`src/rtl/addsub_pipe.sv`:
```
// Segmented, pipelined add/sub/compare unit with a valid/ready handshake.
// The carry chain is split into SEG-bit slices, and one slice is resolved per stage.
module addsub_pipe #(
  parameter int WIDTH = 64,
  parameter int SEG   = 16
) (
  input  logic             clk,
  input  logic             rst,
  input  logic             in_valid,
  output logic             in_ready,
  input  logic [1:0]       op,
  input  logic [WIDTH-1:0] a,
  input  logic [WIDTH-1:0] b,
  output logic             out_valid,
  input  logic             out_ready,
  output logic [WIDTH-1:0] result,
  output logic             carry,
  output logic             overflow,
  output logic             zero
);

  localparam int STAGES = WIDTH / SEG;
  localparam int LAST   = STAGES - 1;
  // Intermediate stage registers; the final stage writes straight into the output registers.
  localparam int DATA   = (STAGES > 1) ? STAGES - 1 : 1;

  localparam logic [1:0] OP_ADD = 2'b00;
  localparam logic [1:0] OP_SLT = 2'b10;
  localparam logic [1:0] OP_SLTU = 2'b11;

  if (WIDTH % SEG != 0) begin : g_bad_seg
    $error("addsub_pipe: WIDTH must be a multiple of SEG");
  end

  logic [STAGES-1:0] vld_q, vld_d;
  logic [WIDTH-1:0]  a_q   [DATA];
  logic [WIDTH-1:0]  a_d   [DATA];
  logic [WIDTH-1:0]  be_q  [DATA];
  logic [WIDTH-1:0]  be_d  [DATA];
  logic [WIDTH-1:0]  sum_q [DATA];
  logic [WIDTH-1:0]  sum_d [DATA];
  logic [1:0]        op_q  [DATA];
  logic [1:0]        op_d  [DATA];
  logic              cy_q  [DATA];
  logic              cy_d  [DATA];
  logic [WIDTH-1:0]  result_q, result_d;
  logic              carry_q, carry_d;
  logic              overflow_q, overflow_d;
  logic              zero_q, zero_d;
  logic              advance;

  assign out_valid = vld_q[LAST];
  assign advance   = !vld_q[LAST] || out_ready;
  assign in_ready  = advance;
  assign result    = result_q;
  assign carry     = carry_q;
  assign overflow  = overflow_q;
  assign zero      = zero_q;

  // Slice-by-slice add; stage k takes its operands and carry from stage k-1 (or the ports).
  always_comb begin
    logic [WIDTH-1:0] sa, sb, ss;
    logic [1:0]       so;
    logic             sc;
    logic [SEG:0]     seg;
    logic             lt;
    int               idx;
    int               kd;

    sa = a; sb = b; ss = '0; so = op; sc = 1'b0; seg = '0; lt = 1'b0;
    idx = 0; kd = 0;
    for (int i = 0; i < DATA; i++) begin
      a_d[i]   = a_q[i];
      be_d[i]  = be_q[i];
      sum_d[i] = sum_q[i];
      op_d[i]  = op_q[i];
      cy_d[i]  = cy_q[i];
    end
    result_d   = result_q;
    carry_d    = carry_q;
    overflow_d = overflow_q;
    zero_d     = zero_q;

    vld_d[0] = in_valid;
    for (int k = 1; k < STAGES; k++) begin
      vld_d[k] = vld_q[k-1];
    end

    for (int k = 0; k < STAGES; k++) begin
      idx = (k == 0) ? 0 : k - 1;
      kd  = (k < LAST) ? k : 0;
      if (k != 0) begin
        sa = a_q[idx];
        sb = be_q[idx];
        ss = sum_q[idx];
        so = op_q[idx];
        sc = cy_q[idx];
      end else begin
        sa = a;
        sb = (op == OP_ADD) ? b : ~b;
        ss = '0;
        so = op;
        sc = (op != OP_ADD);
      end
      seg = {1'b0, sa[k*SEG +: SEG]} + {1'b0, sb[k*SEG +: SEG]} + {{SEG{1'b0}}, sc};
      ss[k*SEG +: SEG] = seg[SEG-1:0];

      if (k < LAST) begin
        a_d[kd]   = sa;
        be_d[kd]  = sb;
        sum_d[kd] = ss;
        op_d[kd]  = so;
        cy_d[kd]  = seg[SEG];
      end else begin
        carry_d    = (so == OP_ADD) ? seg[SEG] : ~seg[SEG];
        overflow_d = (sa[WIDTH-1] == sb[WIDTH-1]) && (ss[WIDTH-1] != sa[WIDTH-1]);
        lt         = (so == OP_SLT) ? (ss[WIDTH-1] ^ overflow_d) : ~seg[SEG];
        case (so)
          OP_SLT, OP_SLTU: result_d = {{(WIDTH-1){1'b0}}, lt};
          default:         result_d = ss;
        endcase
        zero_d = (result_d == {WIDTH{1'b0}});
      end
    end
  end

  // Whole pipeline advances together or freezes together; bubbles travel like beats.
  always_ff @(posedge clk) begin
    if (rst) begin
      vld_q      <= '0;
      result_q   <= '0;
      carry_q    <= 1'b0;
      overflow_q <= 1'b0;
      zero_q     <= 1'b0;
      for (int i = 0; i < DATA; i++) begin
        a_q[i]   <= '0;
        be_q[i]  <= '0;
        sum_q[i] <= '0;
        op_q[i]  <= 2'b00;
        cy_q[i]  <= 1'b0;
      end
    end else if (advance) begin
      vld_q      <= vld_d;
      result_q   <= result_d;
      carry_q    <= carry_d;
      overflow_q <= overflow_d;
      zero_q     <= zero_d;
      for (int i = 0; i < DATA; i++) begin
        a_q[i]   <= a_d[i];
        be_q[i]  <= be_d[i];
        sum_q[i] <= sum_d[i];
        op_q[i]  <= op_d[i];
        cy_q[i]  <= cy_d[i];
      end
    end
  end

endmodule

```
`config.mk`:
```
export PLATFORM = sky130hd
export DESIGN_NAME = addsub_pipe
export DESIGN_NICKNAME = d
export VERILOG_FILES = /design/src/rtl/addsub_pipe.sv
export SDC_FILE = /design/constraint.sdc
export NUM_CORES = 1
export LEC_CHECK = 0
export BUFFER_PORTS_ARGS = -buffer_cell sky130_fd_sc_hd__buf_4
export CAP_MARGIN = 15
export CORE_ASPECT_RATIO = 1.4
export CORE_MARGIN = 2
export CORE_UTILIZATION = 40
export DETAILED_ROUTE_END_ITERATION = 10
export HOLD_SLACK_MARGIN = 0.08
export PLACE_DENSITY_LB_ADDON = 0.3
export SETUP_SLACK_MARGIN = 0.5
export SLEW_MARGIN = 20
export SYNTH_ARGS = -nofsm -noshare
export SYNTH_HDL_FRONTEND = slang
export SYNTH_SLANG_ARGS = --single-unit
```
`constraint.sdc`:
```
create_clock -name clk -period 10.7 [get_ports clk]
set_input_delay 2.14 -clock clk [delete_from_list [all_inputs] [get_ports clk]]
set_output_delay 2.14 -clock clk [all_outputs]
set_load 0.03 [all_outputs]
```
# Yosys cells after proc, flatten, opt, wreduce, memory -nomap -nowiden
# Memories as Yosys holds them, arrays and structs flattened.
# Cells that the tools add are included.
classes:
  add_sub_neg: 8
  eq_ne: 4
  n_mux: 24
  bitwise_logic: 18
  n_reduce_logical: 8
ops:
  columns: ["cell", "count"]
  rows:
  - ["$mux 64", 11]
  - ["$add 16x16->17", 4]
  - ["$add 17x1->17", 4]
  - ["$logic_not 64->1", 1]
  - ["$not 64->64", 1]
  - ["$or 1x1->1", 15]
  - ["$mux 1", 10]
  - ["$mux 2", 3]
  - ["$eq 2x2->1 const B", 2]
  - ["$logic_not 2->1", 2]
  - ["$reduce_bool 2->1", 1]
  - ["$reduce_or 2->1", 1]
  - ["$eq 1x1->1", 1]
  - ["$logic_and 1x1->1", 1]
  - ["$logic_not 1->1", 1]
  - ["$logic_or 1x1->1", 1]
  - ["$ne 1x1->1", 1]
  - ["$not 1->1", 1]
  - ["$xor 1x1->1", 1]
word_totals:
  regBits: 71
  ramBits: 585
  out_inout_bits: 69
  elab_cells: 72
  n_memories: 5
memory_table:
  columns: ["memory", "words", "width", "rd", "rd_ports_with_merged_regs", "write_ports", "line", "source"]
  rows:
  - ["a_q", 3, 64, 3, 0, 3, "36", "logic [WIDTH-1:0] a_q [DATA];"]
  - ["be_q", 3, 64, 3, 0, 3, "38", "logic [WIDTH-1:0] be_q [DATA];"]
  - ["sum_q", 3, 64, 3, 0, 3, "40", "logic [WIDTH-1:0] sum_q [DATA];"]
  - ["op_q", 3, 2, 3, 0, 3, "42", "logic [1:0] op_q [DATA];"]
  - ["cy_q", 3, 1, 3, 0, 3, "44", "logic cy_q [DATA];"]

# Logic depth before layout (Yosys ltp)
# Gate-level depths: netlist of run 1.
# An unclocked memory read counts as a cell.
logic_depth:
  depth_word: 9
  ltp_mapped: 13
  ltp_nobuf: 13

# Worst setup path after synthesis of run 1
# Ideal clock, no wire load.
synth_path:
  path_kind: "input to register"
  from: "input out_ready"
  to: "memory a_q[1][36], in the netlist a_q[0][100], enable pin"
  setup_ns: 0.646
  arrival_ns: 8.934
  path_slack_ns: 1.120
  cell_stages: 7
  path_buffers: 3
  path_cell_list: "nor2b_1 -> buf_6 -> clkinv_2 -> clkbuf_1 -> clkbuf_1 -> nor2_1 -> inv_1"
synth_rtl:
  columns: ["element", "line", "source"]
  rows:
  - ["start: declaration", "15", "input logic out_ready,"]
  - ["end: declaration", "36", null]

# Worst setup path after layout of run 1
layout_path:
  from: "input out_ready"
  to: "output in_ready"
layout_between:
  elab_chain_cells: 1
layout_lines:
  columns: ["element", "line", "source"]
  rows:
  - ["$logic_or 1x1->1", "53", "assign advance = !vld_q[LAST] || out_ready;"]
  - ["end: declaration", "10", "output logic in_ready,"]
# No other way between the ends.

==> impl_metrics.yaml, run 1 <==
outcome:
  status: "finished, final reports clean"
clock_network:
  clk_latency_ns: 0.53
  clk_pin_slew_ns: 0.06
  cts_tree: "done"
  numCtsBuffers: 36
  cts_resized: 0
  cts_buffer_depth: 3
  h-tree-depth: 2
  cts_sinks: 368
  cts-root-buf: "clkbuf_16"
  cts_setup_buffers: 0
  cts_hold_buffers: 0
setup_path:
  reg2reg_slack_ns: 6.68
  crit_path_start: "out_ready"
  startpoint_type: "primary input"
  critPathCapture: "in_ready"
  r2r_cells: 6
  endpoint_kind: "output port"
  worstPathArrival_ns: 4.20
  path_max_fanout: 78
  worstPathRequired_ns: 8.56
  path_cells: "buf_4 -> nor2b_4 -> buf_4 -> clkinv_2 -> buf_4"
  cp_slowest_stage_delay_ns: 0.78
  reg2reg_to: "a_q[0][99]"
  critPathKind: "primary input to output port"
  r2r_start: "vld_q[3]"
  worst_path_max_delay_cell: "clkinv_2"
  crit_top_cell: "buf_4"
drt:
  wl_met1_um: 14930
  wirelength_um: 34200
  viasPerCell: 4.881
  top_layer: "met4"
  drc_errors: 0
  drtIter0Drc: 615
  dr_wl_met3_um: 1537
  via_count: 10490
  wire_per_inst_um: 15.91
  antenna_left: 0
  wl_met2_um: 16730
  dr.pass1.iters: 5
synth:
  ys_ff_latch: 368
  synth-seq-area-share_pct: 61.40
  yosysUniqueCellTypes: 62
  synthArstFlopShare_pct: 0
  syn_area_per_cell_um2: 12.00
  yosysWarnings: 0
  syn_inst: 1403
  ys.flop_type: "edfxtp_1"
  syn_nets: 1604
  synthesis.area_mm2: 0.01684
  synth-edff-count: 297
pwr:
  p_per_area_mw_per_mm2: 169.3
  power_leakage_nw: 8.766
  ir_drop_uv: 98.85
  fin_total_pwr_mw: 3.407
die:
  core_mm2: 0.04140
  pin_count: 203
  start_util_pct: 40.68
  row_count: 88
  die_h_um: 246.8
  fp.dieW_um: 177.4
  die_area_mm2: 0.04378
sta:
  skew_ns: 0.01827
  fin_tns_setup_ns: 0
  finalCritPeriodShare_pct: 59.27
  hold_viol: 0
  grt_setup_unrepaired: "no"
  slew_viol_final: 0
  finalSetupViolations: 0
  tightest_slew_ns: 1.077
  max-slew-margin-rel_pct: 28.21
  max_freq_mhz: 157.7
  finalCriticalPeriod_ns: 6.342
global_routing:
  overflow: 0
  grt_max_degree: 153
  grt_pass1_vias: 10140
  grtUsageTotal_pct: 15.54
  grt_pass1_wl_um: 53320
  antenna_found_initial: 0
finish:
  final_util_pct: 48.63
  synthToLayoutAreaGrowth_pct: 19.54
  nNetsFinal: 1783
  final_cells: 2149
  fillers: 3779
  diodes: 0
  final_cell_area_mm2: 0.02013
  drive_above_1_share_pct: 18.15
placement:
  gp_congestion: 0.8090
  port_buffers: 202
  hpwlAfterDp_um: 23850
  dpl_cell_area_mm2: 0.01886
  dp_cells: 2084
hold_path:
  hold_path_class: "flip-flop to flip-flop"
flow_run:
  drv_cap: 0
==> report_power, final <==
group	switching (mW)	internal [mW]	total, mW
Sequential	0.0341	1.65	1.69
Clock	0.537	0.807	1.34
Combinational	0.208	0.170	0.378
Total	0.779	2.63	3.41
==> state kept, by name (all words and copies together) (netlist names) <==
| name | cells |
|---|---|
| cy_q | 3 |
| sum_q | 96 |
| vld_q | 4 |
| a_q | 96 |
| result | 64 |
| be_q | 96 |
| op_q | 6 |
| carry | 1 |
| zero | 1 |
| overflow | 1 |
==> stage by stage <==
step                setup slack [ns]  hold WS, ns
floorplan                      1.120       0.4321
global placement               4.407       0.4403
detailed placement             4.363       0.4498
CTS                            4.366       0.4571
global route                   4.173       0.4780
finish                         4.358       0.4574
==> final cells by class <==
type	count	area, um2	share of cell area [%]
Timing Repair Buffer	210	1580	7.850
Sequential cell	368	10340	51.36
Tap cell	540	675.6	3.356
Clock buffer	44	1026	5.096
Clock inverter	21	241.5	1.200
Inverter	29	117.6	0.5842
Multi-Input combinational cell	937	6151	30.55
==> synth_stat cells (28+ instances only) <==
library cell / count / share of area [%]
xnor2_1: 37 / 1.9
edfxtp_1: 297 / 53
xor2_1: 71 / 3.7
nor2_1: 183 / 4.1
and3_1: 54 / 2.0
inv_1: 28 / 0.62
dfxtp_1: 71 / 8.4
nand2_1: 33 / 0.74
ha_1: 60 / 4.5
clkbuf_1: 65 / 1.4
a21oi_1: 97 / 2.9
and2_1: 202 / 7.5
==> worst max-delay path, delay by kind of cell <==
kind                   cells  cell delay [ns]
buffers and inverters      4             1.94
AND/OR/NAND/NOR            1             0.09
==> logic make-up (layout without fill, tap and decap cells) <==
group | Yosys count | in the layout | share of synthesized area, %
adder cells (fa/ha/maj) | 67 | 67 | 5.290
flip-flops | 368 | 368 | 61.40
multiplexers | 2 | 2 | 0.1263
AND/OR/NAND/NOR | 557 | 557 | 17.37
XOR/XNOR | 108 | 108 | 5.617
AO/OA/AOI/OAI | 203 | 203 | 7.942
buffers and inverters | 98 | 304 | 2.259
==> layer usage <==
metal,vias up,track usage (%)
met3,67,2.337
met2,253,26.47
met1,4878,20.05
met4,0,5.545
met5,-,0
li1,5292,-
==> how the worst min path moves through the flow <==
stage	start	end	slack, ns	cells past startpoint
after floorplan	vld_q[0]	vld_q[0]	0.43	2
after global placement	vld_q[0]	vld_q[0]	0.44	2
after detailed placement	result[59]	result[59]	0.45	2
after CTS	result[59]	result[59]	0.46	2
after global routing	result[59]	result[59]	0.48	2
final	result[55]	result[55]	0.46	2
==> cells in the final DEF (no fill, tap or decap), types with 4 or more instances in the layout <==
cell type    n
nor2_1     181
clkinv_2     8
a211oi_1     6
a31oi_1      4
a22oi_1      7
o21a_1       7
buf_4      209
nor3_1      17
o21ai_0     18
inv_1       26
o21ai_1      5
edfxtp_1   297
nor4_1      14
dfxtp_1     71
nor3b_1      4
nand2b_1    11
and2_1     202
xor2_1      71
xnor2_1     37
a21o_1      19
and3_1      54
ha_1        60
nand3_1     15
nand2_1     33
clkbuf_16   40
fa_1         7
nor2b_1      7
a21oi_1     97
o21bai_1     5
bufinv_16    5
or3_1        8
(Power assumes the default switching activity.)
==> run 2, diff against run 1 <==
--- a/config.mk
+++ b/config.mk
@@ -5,6 +5,7 @@
 export SDC_FILE = /design/constraint.sdc
 export NUM_CORES = 1
 export LEC_CHECK = 0
+export ABC_AREA = 1
 export BUFFER_PORTS_ARGS = -buffer_cell sky130_fd_sc_hd__buf_4
 export CAP_MARGIN = 15
 export CORE_ASPECT_RATIO = 1.4
==> constraint.sdc (replaced) <==
create_clock -name clk -period 5.65 [get_ports clk]
set_input_delay 1.13 -clock clk [delete_from_list [all_inputs] [get_ports clk]]
set_output_delay 1.13 -clock clk [all_outputs]
set_load 0.03 [all_outputs]
==> impl_metrics.yaml, run 2 <==
outcome:
  status: "finished, final reports clean"
pwr:
  power.share.clock_pct: 39.5
  power_leakage_nw: 9.216
  p_per_area_mw_per_mm2: 317.6
  fin_total_pwr_mw: 6.481
  power.internal_mw: 4.921
  seqPwrFrac_pct: 49.3
  sw_frac_of_total_pct: 24.08
  p_comb_share_pct: 11.2
  switchingPower_mw: 1.561
  ir_drop_uv: 173.8
drt:
  wirelength_um: 38400
  dr.pass1.iters: 7
  wire_per_inst_um: 15.47
  drc_errors: 0
  drtIter0Drc: 788
  antenna_left: 0
  via_count: 12110
  viasPerCell: 4.877
clock_network:
  clk_pin_slew_ns: 0.06
  cts_sinks: 368
  cts_buffer_depth: 3
  cts_hold_buffers: 0
  cts_setup_buffers: 0
  clk_latency_ns: 0.53
  numCtsBuffers: 38
  h-tree-depth: 2
  cts_resized: 0
  cts_tree: "done"
  cts-root-buf: "clkbuf_16"
setup_path:
  path_cells: "buf_4 -> inv_1 -> nand2_4 -> xnor2_1 -> inv_1 -> ha_1 -> nand2_1 -> o21ai_2 -> a21boi_0 -> o21ai_1 -> nand3_1 -> a21oi_1 -> nor2_1"
  startpoint_type: "primary input"
  worst_path_max_delay_cell: "xnor2_1"
  worstPathRequired_ns: 5.94
  crit_top_cell: "inv_1"
  path_buf_inv: 3
  endpoint_kind: "flip-flop"
  cp_slowest_stage_delay_ns: 0.39
  path_max_fanout: 46
  reg2reg_slack_ns: 2.79
  critPathKind: "primary input to flip-flop"
  reg2reg_to: "zero"
  worstPathArrival_ns: 3.56
  r2r_start: "op_q[0][5]"
  critical_path.top_delay_family: "compound AO/OA/AOI/OAI gates"
  r2r_cells: 13
synth:
  synth-edff-count: 297
  synth_top_cells_by_area: "edfxtp_1 52%, dfxtp_1 8.3%, inv_1 6.4%"
  synth-seq-area-share_pct: 60.56
  yosys.area.top_type_share_pct: 52.24
  synth_area_leader_cell: "edfxtp_1"
  synthArstFlopShare_pct: 0
  syn_nets: 1922
  syn_area_per_cell_um2: 9.921
  yosysMostFrequentCell: "edfxtp_1"
  synthTopCellsByCount: "297 x edfxtp_1, 292 x inv_1, 279 x nor2_1"
  synthesis.area_mm2: 0.01707
  yosysWarnings: 0
  syn_inst: 1721
  ys.flop_type: "edfxtp_1"
  yosysUniqueCellTypes: 38
  ys_ff_latch: 368
die:
  die_h_um: 248.5
  core_mm2: 0.04209
  start_util_pct: 40.56
  pin_count: 203
  die_area_mm2: 0.04438
  row_count: 89
  fp.dieW_um: 178.6
sta:
  skew_ns: 0.01223
  max-slew-margin-rel_pct: 29.96
  fin_tns_setup_ns: 0
  finalCriticalPeriod_ns: 3.268
  grt_setup_unrepaired: "no"
  tightest_slew_ns: 1.051
  hold_viol: 0
  hold_slack_ns: 0.4559
  slew_viol_final: 0
  finalCritPeriodShare_pct: 57.84
  finalSetupViolations: 0
  max_freq_mhz: 306.0
finish:
  nNetsFinal: 2108
  final_cell_mix: "297 x edfxtp_1, 290 x inv_1, 277 x nor2_1"
  layout_commonest_cell: "edfxtp_1"
  final_cell_area_mm2: 0.02041
  synthToLayoutAreaGrowth_pct: 19.53
  drive_above_1_share_pct: 14.67
  reg.largest.list: "a_q (96), be_q (96), sum_q (96)"
global_routing:
  grtUsageTotal_pct: 17.33
  grt_pass1_vias: 12170
  grt_pass1_wl_um: 60980
  antenna_found_initial: 2
  grt_max_degree: 187
  overflow: 0
placement:
  port_buffers: 202
  dpl_cell_area_mm2: 0.01912
  hpwlAfterDp_um: 26000
  gp_congestion: 0.8798
hold_path:
  hold_path_end: "zero"
  min_from: "zero"
  hold_path_class: "flip-flop to flip-flop"
  hold_depth: 2
flow_run:
  drv_cap: 0
==> run 2: cell types whose count changed in the layout (fill, tap and decap cells not counted), sizes merged, moves of 54 or more <==
cell | previous run | this run
inv | 30 | 294
and3 | 54 | 0
xor2 | 71 | 14
and2 | 202 | 0
o21ai | 25 | 134
nor2 | 183 | 280
nand2 | 33 | 187
==> run 2: worst max-delay path by stage <==
stage / cells after the start / slack, ns / start / end
6_report: 13 / 2.38 / op[1] / sum_q[0][15]
5_1_grt: 13 / 2.14 / op[1] / sum_q[0][15]
4_1_cts: 13 / 2.36 / op[1] / sum_q[0][15]
3_5_place_dp: 13 / 1.80 / op[1] / sum_q[0][15]
3_3_place_gp: 13 / 1.92 / op[0] / sum_q[0][15]
2_1_floorplan: 5 / -0.81 / out_ready / a_q[0][100]
==> run 2: cell type report <==
type / instances / area [um2]
diodes: 1 / 2.502
clock buffers: 47 / 1091
clock inverters: 22 / 190.2
fillers: 3953 / 21680
inverters: 294 / 1117
multi-input cells: 993 / 5380
flip-flops and latches: 368 / 10340
well taps: 546 / 683.2
repair buffers: 212 / 1604
==> run 2: power groups by stage <==
stage	sequential [mW]	combinational [mW]	clock [mW]
after CTS	3.20	0.736	2.63
after global routing	3.21	0.824	2.73
after floorplan	3.28	0.437	0
after global placement	3.25	0.719	0
final	3.19	0.726	2.56
after detailed placement	3.25	0.731	0
==> run 2: logic make-up after synthesis <==
logic type / share of synthesized area (%)
AND/OR/NAND/NOR: 12.67
AO/OA/AOI/OAI: 12.64
flip-flops: 60.56
buffers and inverters: 8.090
adder cells (fa/ha/maj): 5.218
XOR/XNOR: 0.8208
==> run 2: metal layers <==
layer	global-route usage, %	share of wire [%]
met2	31.78	52
met4	5.157	2.2
met1	20.58	42
met5	0	0
met3	2.676	4.0
==> run 2: tightest hold or removal path, delay by kind of cell (launching register included) <==
family	cells	cell delay, ns
AND/OR/NAND/NOR	2	0.10
flip-flops	1	0.31
==> run 2: through the flow <==
step | worst slack, ns | std cells | utilization, %
after floorplan | -0.8113 | 1721 | -
after global placement | 1.920 | 2413 | 45.43
after detailed placement | 1.801 | 2413 | 45.43
after CTS | 2.359 | 2482 | 48.48
after global routing | 2.139 | 2483 | 48.48
final | 2.382 | 2483 | 48.48
